## config.mk

```make
export PLATFORM = sky130hd
export DESIGN_NAME = fifo_stream_reader
export DESIGN_NICKNAME = d
export VERILOG_FILES = /design/src/rtl/fifo_stream_reader_pkg.sv /design/src/rtl/stream_out_buf.sv /design/src/rtl/fifo_stream_reader.sv
export SDC_FILE = /design/constraint.sdc
export NUM_CORES = 1
export LEC_CHECK = 0
export CAP_MARGIN = 20
export CORE_AREA = 2 2 66 68
export DETAILED_ROUTE_END_ITERATION = 7
export DIE_AREA = 0 0 68 70
export DONT_BUFFER_PORTS = 1
export HOLD_SLACK_MARGIN = 0.08
export PLACE_DENSITY = 0.56
export SLEW_MARGIN = 20
export SYNTH_ARGS = -nofsm -noshare
export SYNTH_HDL_FRONTEND = slang
export SYNTH_SLANG_ARGS = --single-unit
```

## constraint.sdc

```tcl
create_clock -name clk -period 5.7 [get_ports clk]
set_input_delay 0.57 -clock clk [delete_from_list [all_inputs] [get_ports clk]]
set_output_delay 0.57 -clock clk [all_outputs]
set_load 0.005 [all_outputs]
```

## src/rtl/fifo_stream_reader_pkg.sv

```systemverilog
// Shared helpers for the FIFO stream reader: latency bound and in-flight counting.
package fifo_stream_reader_pkg;

  localparam int MAX_RD_LATENCY = 3;

  function automatic logic [1:0] count_ones(input logic [MAX_RD_LATENCY-1:0] bits);
    logic [1:0] n;
    n = '0;
    for (int i = 0; i < MAX_RD_LATENCY; i++) begin
      n = n + {1'b0, bits[i]};
    end
    return n;
  endfunction

endpackage

```

## src/rtl/stream_out_buf.sv

```systemverilog
// Circular output buffer: push at the tail, pop at the head, synchronous flush.
module stream_out_buf
  import fifo_stream_reader_pkg::*;
#(
  parameter int DATA_W = 16,
  parameter int DEPTH = 2,
  localparam int LVL_W = $clog2(DEPTH + 1),
  localparam int PTR_W = (DEPTH > 1) ? $clog2(DEPTH) : 1
) (
  input  logic              clk,
  input  logic              rst,
  input  logic              push,
  input  logic [DATA_W-1:0] push_data,
  input  logic              pop,
  input  logic              flush,
  output logic [LVL_W-1:0]  level,
  output logic [DATA_W-1:0] head_data
);

  logic [DATA_W-1:0] mem [DEPTH];
  logic [PTR_W-1:0]  wr_ptr;
  logic [PTR_W-1:0]  rd_ptr;

  function automatic logic [PTR_W-1:0] next_ptr(input logic [PTR_W-1:0] p);
    return (p == PTR_W'(DEPTH - 1)) ? '0 : p + 1'b1;
  endfunction

  always_ff @(posedge clk or negedge rst) begin
    if (!rst) begin
      wr_ptr <= '0;
      rd_ptr <= '0;
      level  <= '0;
      for (int i = 0; i < DEPTH; i++) begin
        mem[i] <= '0;
      end
    end else if (flush) begin
      wr_ptr <= '0;
      rd_ptr <= '0;
      level  <= '0;
    end else begin
      if (push) begin
        mem[wr_ptr] <= push_data;
        wr_ptr      <= next_ptr(wr_ptr);
      end
      if (pop) begin
        rd_ptr <= next_ptr(rd_ptr);
      end
      case ({push, pop})
        2'b10:   level <= level + 1'b1;
        2'b01:   level <= level - 1'b1;
        default: level <= level;
      endcase
    end
  end

  assign head_data = mem[rd_ptr];

endmodule

```

## src/rtl/fifo_stream_reader.sv

```systemverilog
// Turns the FIFO pull interface into a valid/ready stream, prefetching enough
// words to cover the RAM read latency so a ready consumer gets one word per clock.
module fifo_stream_reader
  import fifo_stream_reader_pkg::*;
#(
  parameter int DATA_W = 16,
  parameter int RD_LATENCY = 1,
  localparam int BUF_DEPTH = RD_LATENCY + 1,
  localparam int LVL_W = $clog2(BUF_DEPTH + 1)
) (
  input  logic              clk,
  input  logic              rst,
  input  logic              fifo_empty,
  output logic              fifo_rd_en,
  input  logic [DATA_W-1:0] fifo_data,
  output logic              m_valid,
  input  logic              m_ready,
  output logic [DATA_W-1:0] m_data,
  input  logic              i_flush,
  output logic [LVL_W-1:0]  o_level,
  output logic              o_busy
);

  localparam int OCC_W = LVL_W + 1;

  logic [RD_LATENCY-1:0] rd_pipe;
  logic [LVL_W-1:0]      level;
  logic [1:0]            inflight;
  logic [OCC_W-1:0]      occ;
  logic [OCC_W-1:0]      occ_after_pop;
  logic                  pop;
  logic                  capture;

  assign pop      = m_valid && m_ready;
  assign inflight = count_ones(MAX_RD_LATENCY'(rd_pipe));
  assign occ      = OCC_W'(level) + OCC_W'(inflight);
  assign occ_after_pop = occ - OCC_W'(pop);

  // Counting in-flight reads against the buffer space is what makes overflow impossible.
  assign fifo_rd_en = rst && !fifo_empty && !i_flush && (occ_after_pop < OCC_W'(BUF_DEPTH));

  always_ff @(posedge clk or negedge rst) begin
    if (!rst) begin
      rd_pipe <= '0;
    end else if (i_flush) begin
      rd_pipe <= '0;
    end else begin
      rd_pipe <= (rd_pipe << 1) | RD_LATENCY'(fifo_rd_en);
    end
  end

  assign capture = rd_pipe[RD_LATENCY-1] && !i_flush;

  stream_out_buf #(
    .DATA_W (DATA_W),
    .DEPTH  (BUF_DEPTH)
  ) u_buf (
    .clk       (clk),
    .rst       (rst),
    .push      (capture),
    .push_data (fifo_data),
    .pop       (pop),
    .flush     (i_flush),
    .level     (level),
    .head_data (m_data)
  );

  assign m_valid = (level != '0);
  assign o_level = level;
  assign o_busy  = (level != '0) || (rd_pipe != '0);

endmodule

```

==> results of run 1 <==
## worst register-to-register path, stage by stage, from the launching register on
cell	delay, ns
dfrtp_1	0.50
o21a_1	0.25
ha_1	0.26
nand2b_1	0.15
fa_1	0.49
nand2_1	0.06
nor4_1	0.21
## cell families after synthesis
group                    synth area share
buffers and inverters             0.02624
AND/OR/NAND/NOR                   0.06123
XOR/XNOR                          0.01531
AO/OA/AOI/OAI                     0.01822
adder cells (fa/ha/maj)           0.01895
multiplexers                       0.3207
flip-flops                         0.5394
## registers in the layout, summed over array words and instances (netlist names)
register and cells:
u_buf.mem 32, u_buf.level 2, rd_pipe 1, u_buf.rd_ptr 1, u_buf.wr_ptr 1
## power groups by stage
stage          sequential (mW)  combinational (mW)  clock, mW
3_3_place_gp             0.341              0.0963          0
2_1_floorplan            0.335              0.0905          0
6_report                 0.340               0.104      0.175
4_1_cts                  0.341               0.107      0.188
3_5_place_dp             0.346              0.0999          0
5_1_grt                  0.346               0.114      0.202
## worst min-delay path by stage
stage / from / to / cells after the start
2_1_floorplan: rst / rd_pipe / 0
3_3_place_gp: rst / rd_pipe / 0
3_5_place_dp: rst / rd_pipe / 0
4_1_cts: rst / rd_pipe / 1
5_1_grt: rst / rd_pipe / 1
6_report: rst / rd_pipe / 1
## Yosys cell counts
master,instances
mux2_2,38
dfrtp_1,37
mux2_1,10
buf_2,3
inv_1,2
nor2_1,2
nor4_1,2
o21ai_0,2
or2_2,2
xnor2_1,2
a2111oi_0,1
a21oi_1,1
and4_1,1
buf_4,1
buf_6,1
clkbuf_1,1
fa_1,1
ha_1,1
mux2i_1,1
nand2_1,1
nand2b_1,1
nand2b_2,1
nand3b_1,1
nand3b_4,1
nor2_4,1
o21a_1,1
or3_1,1
xor2_1,1
## routing by layer
metal  share of wire  vias to the layer above
li1                -                      422
met1            0.40                      485
met2            0.49                       32
met3           0.095                        6
met4           0.017                        0
met5               0                        -
## cell type report
class,instances,area [um2]
Timing Repair Buffer,1,20.02
Tap cell,52,65.06
Sequential cell,37,925.9
Clock buffer,7,86.33
Fill cell,359,2293
Inverter,2,7.507
Multi-Input combinational cell,73,745.7
## per-stage QoR
step / util / std cells / worst slack, ns / hold slack (ns) / cell area, um2
6_report: 0.4466 / 172 / 2.810 / 0.1184 / 1851
5_1_grt: 0.4466 / 172 / 2.662 / 0.1151 / 1851
4_1_cts: 0.4466 / 172 / 2.785 / 0.1135 / 1851
3_5_place_dp: 0.4209 / 164 / 3.109 / 0.2752 / 1744
3_3_place_gp: 0.4209 / 164 / 3.135 / 0.2752 / 1744
2_1_floorplan: - / 118 / 3.151 / 0.2744 / 1717
==> impl_metrics.csv, run 1 <==
group,metric,value,unit
die,io-pin-count,42,
timing,tns,0,ns
min_path,hold_path_class,"in -> async",
finish,mostFrequentLayoutCells,"38 x mux2_2, 37 x dfrtp_1, 10 x mux2_1, 6 x clkbuf_8",
clock_tree,cts_buffer_depth,2,
worst_setup_path,crit_start,"u_buf.level[1]",
grt,grt_pass1_vias,1014,
placement,io_buffer_count,0,
timing,period_needed,2.890,ns
clock_tree,htreeDepth,2,
grt,met1_usage,0.1530,
synth,synth_area_leaders,"dfrtp_1 54%, mux2_2 25%, mux2_1 6.6%",
power_and_ir_drop,p_sw,0.1442,mW
clock_tree,cts_tree,"done",
worst_setup_path,timing.rr.start,"u_buf.level[1]",
worst_setup_path,reg2regPathDepth,6,
power_and_ir_drop,vdd_drop_max,0.1560,mV
synth,mappedNetlistNets,141,
worst_setup_path,cp_max_fo,10,
power_and_ir_drop,leakagePower,0.8541,nW
die,die_w,68,um
power_and_ir_drop,pwr-share-seq,0.550,
grt,grt_pass1_wl,4712,um
route,via_count,945,
run,drv_cap,0,
synth,syn_avg_cell_area,14.55,um2
route,drt_wl_total,2994,um
clock_tree,cts_setup_buffers,0,
timing,hold_violations,0,
clock_tree,cts_sinks,37,
route,drt_iter0_drc,31,
grt,antenna_found_initial,0,
finish,nets,143,
synth,yosys.area.top_type,"dfrtp_1",
power_and_ir_drop,power_frac_clock,0.282,
synth,synth.distinct_cells,28,
worst_setup_path,cp_top_family,"adder cells",
worst_setup_path,r2r_setup_slack,3.67,ns
clock_tree,clock_latency,0.28,ns
finish,layout-drive-gt1-share,0.4167,
power_and_ir_drop,swShare,0.2329,
finish,areaGrowthSynthToFinish,7.799,%
grt,grt_util_met3,0.07085,
worst_setup_path,startpoint_type,"flip-flop",
grt,grt_max_degree,38,
finish,final_common_cell,"mux2_2",
synth,netlist_instances,118,
grt,overflow,0,
power_and_ir_drop,p_int,0.4750,mW
die,dieHeight,70,um
timing,fmax,0.3460,GHz
route,firstDrtPassIters,4,
run_status,status,"finished, final reports clean",
timing,finClkSkew,0.002555,ns
route,drc_errors,0,
timing,relSlewSlack,0.4785,
worst_setup_path,cpMaxStageDelayCell,"dfrtp_1",
power_and_ir_drop,p_per_area,334.6,nW/um2
clock_tree,root_buffer,"clkbuf_8",
placement,place.gp.congestion,0.8296,
timing,slew_violations,0,
synth,yosysSeqAreaShare,0.5394,
worst_setup_path,cp.required,5.13,ns
finish,n_antenna_cell,0,
grt,grtUsageTotal,0.1355,
grt,gr-usage-met2,0.2147,
route,via_per_inst,5.494,
clock_tree,ctsResizeCount,0,
die,initial_utilization,0.4143,
grt,busiest_layer,"met2",
worst_setup_path,cp.arrival,2.32,ns
worst_setup_path,worst-path-stages,6,
synth,yosys.area.top_type_share,0.5394,
die,core_area,4144,um2
worst_setup_path,critical_path_class,"reg -> out",
synth,yosysWarnings,0,
synth,syn_area,1717,um2
placement,hpwl,2023,um
die,rows,24,
clock_tree,hold_buffers,1,
worst_setup_path,endpoint,"fifo_rd_en",
clock_tree,cts_made_buffers,5,
die,die_area,4760,um2
power_and_ir_drop,p_total,0.6191,mW
worst_setup_path,reg2reg_to,"rd_pipe",
route,wl_per_cell,17.41,um
timing,period_share,0.5071,
route,ant_nets,0,
worst_setup_path,slowest_delay,0.50,ns
synth,synth-seq-cells,37,
power_and_ir_drop,pwr-share-comb,0.168,
worst_setup_path,worst-path-buf-inv,0,
timing,setup_viol,0,
timing,worst_pin_slew,0.7823,ns
timing,rsz0062_at_grt,"no",
worst_setup_path,worstPathCellList,"o21a_1, ha_1, nand2b_1, fa_1, nand2_1, nor4_1",
worst_setup_path,worst_setup_path_end_kind,"output pin",
clock_tree,clk_pin_slew,0.06,ns
Power figures use the tool's default switching activity.
==> run 2, diff against run 1 <==
Clock period 5.7 ns to 2.75 ns, I/O delays scaled along.
==> run 2 against run 1 <==
  * Critical path depth is the same
  * Non-clock buffer count rose by 3
  * Largest power group unchanged
  * Sequential share of layout area decreased by 0.80 points
  * Critical endpoint unchanged
  * Highest routed layer unchanged
  * Register-to-register slack worse by 3.1 ns
==> impl_metrics.csv, run 2 (synthesized netlist as in run 1, its figures left out) <==
group,metric,value,unit
run_status,status,"finished, final reports clean",
route,drc_errors,0,
finish,mostFrequentLayoutCells,"38 x mux2_2, 37 x dfrtp_1, 10 x mux2_1, 5 x clkbuf_8",
timing,hold_violations,0,
finish,multi_input_area,752.0,um2
timing,relSlewSlack,0.4617,
worst_setup_path,cpMaxStageDelayCell,"dfrtp_1",
route,via_count,960,
route,firstDrtPassIters,4,
finish,n_fill_cell,373,
power_and_ir_drop,p_per_area,678.7,nW/um2
grt,grt_pass1_vias,1064,
power_and_ir_drop,vdd_drop_max,0.3535,mV
clock_tree,clk_pin_slew,0.07,ns
worst_setup_path,crit_start,"u_buf.level[1]",
die,rows,24,
worst_setup_path,worstPathCellList,"o21a_1, ha_1, nand2b_1, fa_1, nand2_1, nor4_2",
grt,grt_pass1_wl,4926,um
route,wl_per_cell,16.92,um
clock_tree,htreeDepth,2,
placement,place.gp.congestion,0.7846,
worst_setup_path,cp_top_family,"adder cells",
die,dieHeight,70,um
worst_setup_path,cp.arrival,2.27,ns
worst_setup_path,cp.required,2.48,ns
worst_setup_path,reg2regPathDepth,6,
clock_tree,cts_tree,"done",
timing,worst_pin_slew,0.8074,ns
timing,fmax,0.3934,GHz
worst_setup_path,worst-path-buf-inv,0,
run,drv_cap,0,
placement,io_buffer_count,0,
power_and_ir_drop,pwr-share-comb,0.172,
finish,n_antenna_cell,0,
die,die_area,4760,um2
finish,fin_util,0.4538,
placement,hpwl,1953,um
timing,slew_violations,0,
grt,antenna_found_initial,0,
die,io-pin-count,42,
finish,final_common_cell,"mux2_2",
finish,layout-drive-gt1-share,0.4032,
power_and_ir_drop,pwr-share-seq,0.553,
clock_tree,root_buffer,"clkbuf_8",
route,via_per_inst,5.455,
timing,tns,0,ns
grt,grt_max_degree,38,
route,ant_nets,0,
worst_setup_path,slowest_delay,0.50,ns
die,initial_utilization,0.4143,
clock_tree,cts_setup_buffers,0,
power_and_ir_drop,p_int,0.9687,mW
grt,grtUsageTotal,0.1422,
power_and_ir_drop,leakagePower,0.8625,nW
finish,nets,146,
power_and_ir_drop,power_frac_clock,0.274,
worst_setup_path,startpoint_type,"flip-flop",
worst_setup_path,critical_path_class,"reg -> out",
finish,areaGrowthSynthToFinish,9.548,%
timing,setup_viol,0,
finish,largest_reg_flops,32,
finish,regMostFlops,"u_buf.mem",
worst_setup_path,cp_max_fo,10,
timing,period_share,0.9243,
worst_setup_path,reg2reg_to,"rd_pipe",
power_and_ir_drop,p_sw,0.3077,mW
worst_setup_path,worst-path-stages,6,
timing,finClkSkew,0.006415,ns
timing,period_needed,2.542,ns
die,core_area,4144,um2
grt,overflow,0,
clock_tree,cts_buffer_depth,2,
clock_tree,cts_made_buffers,5,
die,die_w,68,um
worst_setup_path,timing.rr.start,"u_buf.level[1]",
clock_tree,cts_sinks,37,
clock_tree,clock_latency,0.28,ns
route,drt_iter0_drc,56,
power_and_ir_drop,swShare,0.2411,
timing,rsz0062_at_grt,"no",
finish,seqCellArea,925.9,um2
worst_setup_path,r2r_setup_slack,0.61,ns
route,drt_wl_total,2978,um
worst_setup_path,worst_setup_path_end_kind,"output pin",
worst_setup_path,endpoint,"fifo_rd_en",
min_path,hold_path_class,"in -> reg",
finish,largestRegisters,"u_buf.mem x32, u_buf.level x2",
[run 2: cell count changes in the layout (fill, tap and decap cells not counted)]
cell	delta
clkbuf_1	+2
clkbuf_8	-1
nor4_1	-1
nor4_2	+1
dlygate4sd3_1	+3
[run 2: layout make-up]
type,count,share of cell area
multi-input combinational,73,0.3999
clock buffer,8,0.04258
tap,52,0.03460
inverter,2,0.003992
sequential,37,0.4923
timing repair buffer,4,0.02661
[run 2: repair_timing]
action / 4_1_cts / 5_1_grt
hold endpoints to repair: 41 / 0
hold buffers: 4 / 0
resized for setup: 0 / 1
endpoints found under the setup margin: 0 / 1
[run 2: power groups by stage]
stage	Combinational (mW)	Sequential, mW	Clock, mW
after detailed placement	0.205	0.717	0
after floorplan	0.188	0.695	0
after global placement	0.200	0.708	0
after CTS	0.225	0.707	0.367
after global routing	0.245	0.721	0.396
final	0.220	0.706	0.350
[run 2: layer usage]
metal  share of wire  track usage
met1            0.44       0.1670
met4           0.022      0.08000
met5               0            0
met3           0.086      0.06280
met2            0.45       0.2125
[run 2: worst min-delay path by stage]
stage / startpoint / depth (start not counted) / end / slack, ns
6_report: fifo_data[7] / 1 / u_buf.mem[7] / 0.12
5_1_grt: fifo_data[6] / 1 / u_buf.mem[6] / 0.11
4_1_cts: fifo_data[10] / 1 / u_buf.mem[10] / 0.11
3_5_place_dp: rst / 0 / u_buf.rd_ptr / -0.02
3_3_place_gp: rst / 0 / u_buf.rd_ptr / -0.02
2_1_floorplan: rst / 0 / rd_pipe / -0.02
[run 2: per-stage QoR]
| step | instance area [um2] | setup WS, ns | std cells | hold slack (ns) | power [mW] |
|---|---|---|---|---|---|
| after global routing | 1881 | 0.06019 | 176 | 0.1054 | 1.362 |
| after CTS | 1874 | 0.1316 | 176 | 0.1103 | 1.299 |
| after floorplan | 1717 | 0.4962 | 118 | -0.02059 | 0.8823 |
| after detailed placement | 1744 | 0.4562 | 164 | -0.01981 | 0.9223 |
| final | 1881 | 0.2082 | 176 | 0.1201 | 1.276 |
| after global placement | 1744 | 0.4809 | 164 | -0.01985 | 0.9072 |
==> run 3, diff against run 2 <==
Settings changed: CORE_AREA 2 2 66 68 to 2 2 73 61, DIE_AREA 0 0 68 70 to 0 0 75 63, PLACE_DENSITY 0.56 to 0.57.
==> run 3 against run 2 <==
  * Via count decreased by 0.83%
  * Sequential power hardly changed
  * Setup slack worse by 0.00084 ns
  * Clock power is 3% higher
  * Critical path type unchanged
  * First-iteration DRC count down 77%
  * Critical path depth is the same
  * Sequential cell count unchanged
  * Non-clock buffer count did not move
==> impl_metrics.csv, run 3 (synthesized netlist as in run 1, its figures left out) <==
group,metric,value,unit
run_status,status,"finished, final reports clean",
finish,largest_reg_flops,32,
die,dieHeight,63,um
clock_tree,clock_latency,0.28,ns
run,drv_cap,0,
worst_setup_path,startpoint_type,"flip-flop",
placement,place.gp.congestion,0.8533,
worst_setup_path,slowest_delay,0.50,ns
finish,n_antenna_cell,0,
die,core_area,4020,um2
grt,grt_pass1_vias,1113,
finish,fin_area,1889,um2
power_and_ir_drop,vdd_drop_max,0.3582,mV
power_and_ir_drop,p_per_area,679.4,nW/um2
worst_setup_path,critical_path_class,"reg -> out",
finish,multi_input_area,752.0,um2
clock_tree,root_buffer,"clkbuf_8",
die,rows,21,
route,via_count,952,
timing,relSlewSlack,0.4607,
worst_setup_path,cp.arrival,2.27,ns
clock_tree,htreeDepth,2,
timing,finClkSkew,0.004934,ns
timing,period_needed,2.543,ns
worst_setup_path,worst_setup_path_end_kind,"output pin",
power_and_ir_drop,pwr-share-seq,0.550,
clock_tree,cts_tree,"done",
clock_tree,cts_buffer_depth,2,
route,wl_per_cell,16.50,um
power_and_ir_drop,swShare,0.2490,
worst_setup_path,reg2regPathDepth,6,
worst_setup_path,r2r_setup_slack,0.63,ns
grt,grt_max_degree,38,
clock_tree,cts_sinks,37,
finish,n_fill_cell,355,
die,initial_utilization,0.4270,
route,firstDrtPassIters,4,
clock_tree,clk_pin_slew,0.07,ns
route,drt_wl_total,2987,um
min_path,min_from,"fifo_data[6]",
power_and_ir_drop,pwr-share-comb,0.170,
timing,rsz0062_at_grt,"no",
route,drc_errors,0,
min_path,hold_path_end,"u_buf.mem[6]",
worst_setup_path,cp_top_family,"adder cells",
grt,grt_util_met3,0.05968,
worst_setup_path,timing.rr.start,"u_buf.level[1]",
grt,gr-usage-met2,0.2248,
finish,regMostFlops,"u_buf.mem",
grt,grt_pass1_wl,5175,um
worst_setup_path,worst-path-buf-inv,0,
finish,largestRegisters,"u_buf.mem x32, u_buf.level x2",
min_path,hold_path_class,"in -> reg",
power_and_ir_drop,p_int,0.9639,mW
grt,busiest_layer,"met2",
grt,antenna_found_initial,0,
route,via_per_inst,5.260,
worst_setup_path,reg2reg_to,"rd_pipe",
die,die_w,75,um
clock_tree,cts_made_buffers,5,
finish,final_cells,181,
finish,layout-drive-gt1-share,0.4194,
timing,worst_pin_slew,0.8089,ns
power_and_ir_drop,p_sw,0.3197,mW
timing,slew_violations,0,
timing,fmax,0.3933,GHz
finish,final_common_cell,"mux2_2",
grt,overflow,0,
route,ant_nets,0,
worst_setup_path,cpMaxStageDelayCell,"dfrtp_1",
power_and_ir_drop,leakagePower,0.8680,nW
grt,grtUsageTotal,0.1494,
placement,placedCellCount,169,
finish,mostFrequentLayoutCells,"38 x mux2_2, 37 x dfrtp_1, 10 x mux2_1, 5 x clkbuf_8, 3 x dlygate4sd3_1",
worst_setup_path,cp_max_fo,10,
finish,nets,146,
placement,place_area,1750,um2
timing,setup_viol,0,
power_and_ir_drop,power_frac_clock,0.280,
timing,hold_violations,0,
placement,io_buffer_count,0,
clock_tree,cts_setup_buffers,0,
worst_setup_path,worstPathCellList,"o21a_1, ha_1, nand2b_1, fa_1, nand2_1, nor4_2",
grt,met1_usage,0.1855,
die,io-pin-count,42,
finish,seqCellArea,925.9,um2
min_path,hold_depth,1,
route,drt_iter0_drc,13,
timing,period_share,0.9246,
die,die_area,4725,um2
finish,areaGrowthSynthToFinish,10.06,%
placement,hpwl,1918,um
timing,tns,0,ns
worst_setup_path,cp.required,2.48,ns
==> run 3: what timing repair did <==
action | 4_1_cts | 5_1_grt
endpoints found under the setup margin | 0 | 1
gates resized for setup | 0 | 1
hold buffers | 4 | 0
endpoints found under the hold margin | 41 | 0
==> run 3: how the worst max path moves through the flow <==
| stage | start | end | slack, ns | depth (start not counted) |
|---|---|---|---|---|
| after floorplan | u_buf.level[1] | fifo_rd_en | 0.50 | 7 |
| after global placement | u_buf.level[1] | fifo_rd_en | 0.49 | 6 |
| after detailed placement | u_buf.level[1] | fifo_rd_en | 0.44 | 6 |
| after CTS | u_buf.level[1] | fifo_rd_en | 0.12 | 6 |
| after global routing | u_buf.level[1] | fifo_rd_en | 0.03 | 6 |
| final | u_buf.level[1] | fifo_rd_en | 0.21 | 6 |
==> run 3: cell type report <==
type	count	area share
Timing Repair Buffer	4	0.02649
Tap cell	57	0.03775
Inverter	2	0.003974
Sequential cell	37	0.4901
Clock inverter	2	0.005298
Multi-Input combinational cell	73	0.3980
Clock buffer	6	0.03841
==> run 3: per-layer routing <==
| layer | wire, um | up-vias |
|---|---|---|
| met2 | 1397 | 28 |
| met5 | 0 | - |
| li1 | - | 430 |
| met1 | 1316 | 486 |
| met4 | 58 | 0 |
| met3 | 214 | 8 |
==> run 3: power groups by stage <==
stage	clock [mW]	combinational, mW	sequential (mW)
after floorplan	0	0.188	0.695
after global placement	0	0.198	0.708
after detailed placement	0	0.205	0.718
after CTS	0.376	0.224	0.707
after global routing	0.403	0.244	0.720
final	0.359	0.218	0.706
==> run 3: metrics by stage <==
stage | power [mW] | util | hold slack [ns] | setup slack (ns)
global placement | 0.9061 | 0.4354 | -0.01986 | 0.4858
detailed placement | 0.9235 | 0.4354 | -0.01988 | 0.4383
CTS | 1.308 | 0.4684 | 0.1079 | 0.1178
finish | 1.284 | 0.4700 | 0.1169 | 0.2074
global route | 1.368 | 0.4700 | 0.1080 | 0.02879
floorplan | 0.8823 | - | -0.02059 | 0.4962
==> run 3: worst register-to-register path, stage by stage (launching register included) <==
cell	delay (ns)
dfrtp_1	0.50
o21a_1	0.25
ha_1	0.27
nand2b_1	0.15
fa_1	0.49
nand2_1	0.07
nor4_1	0.27
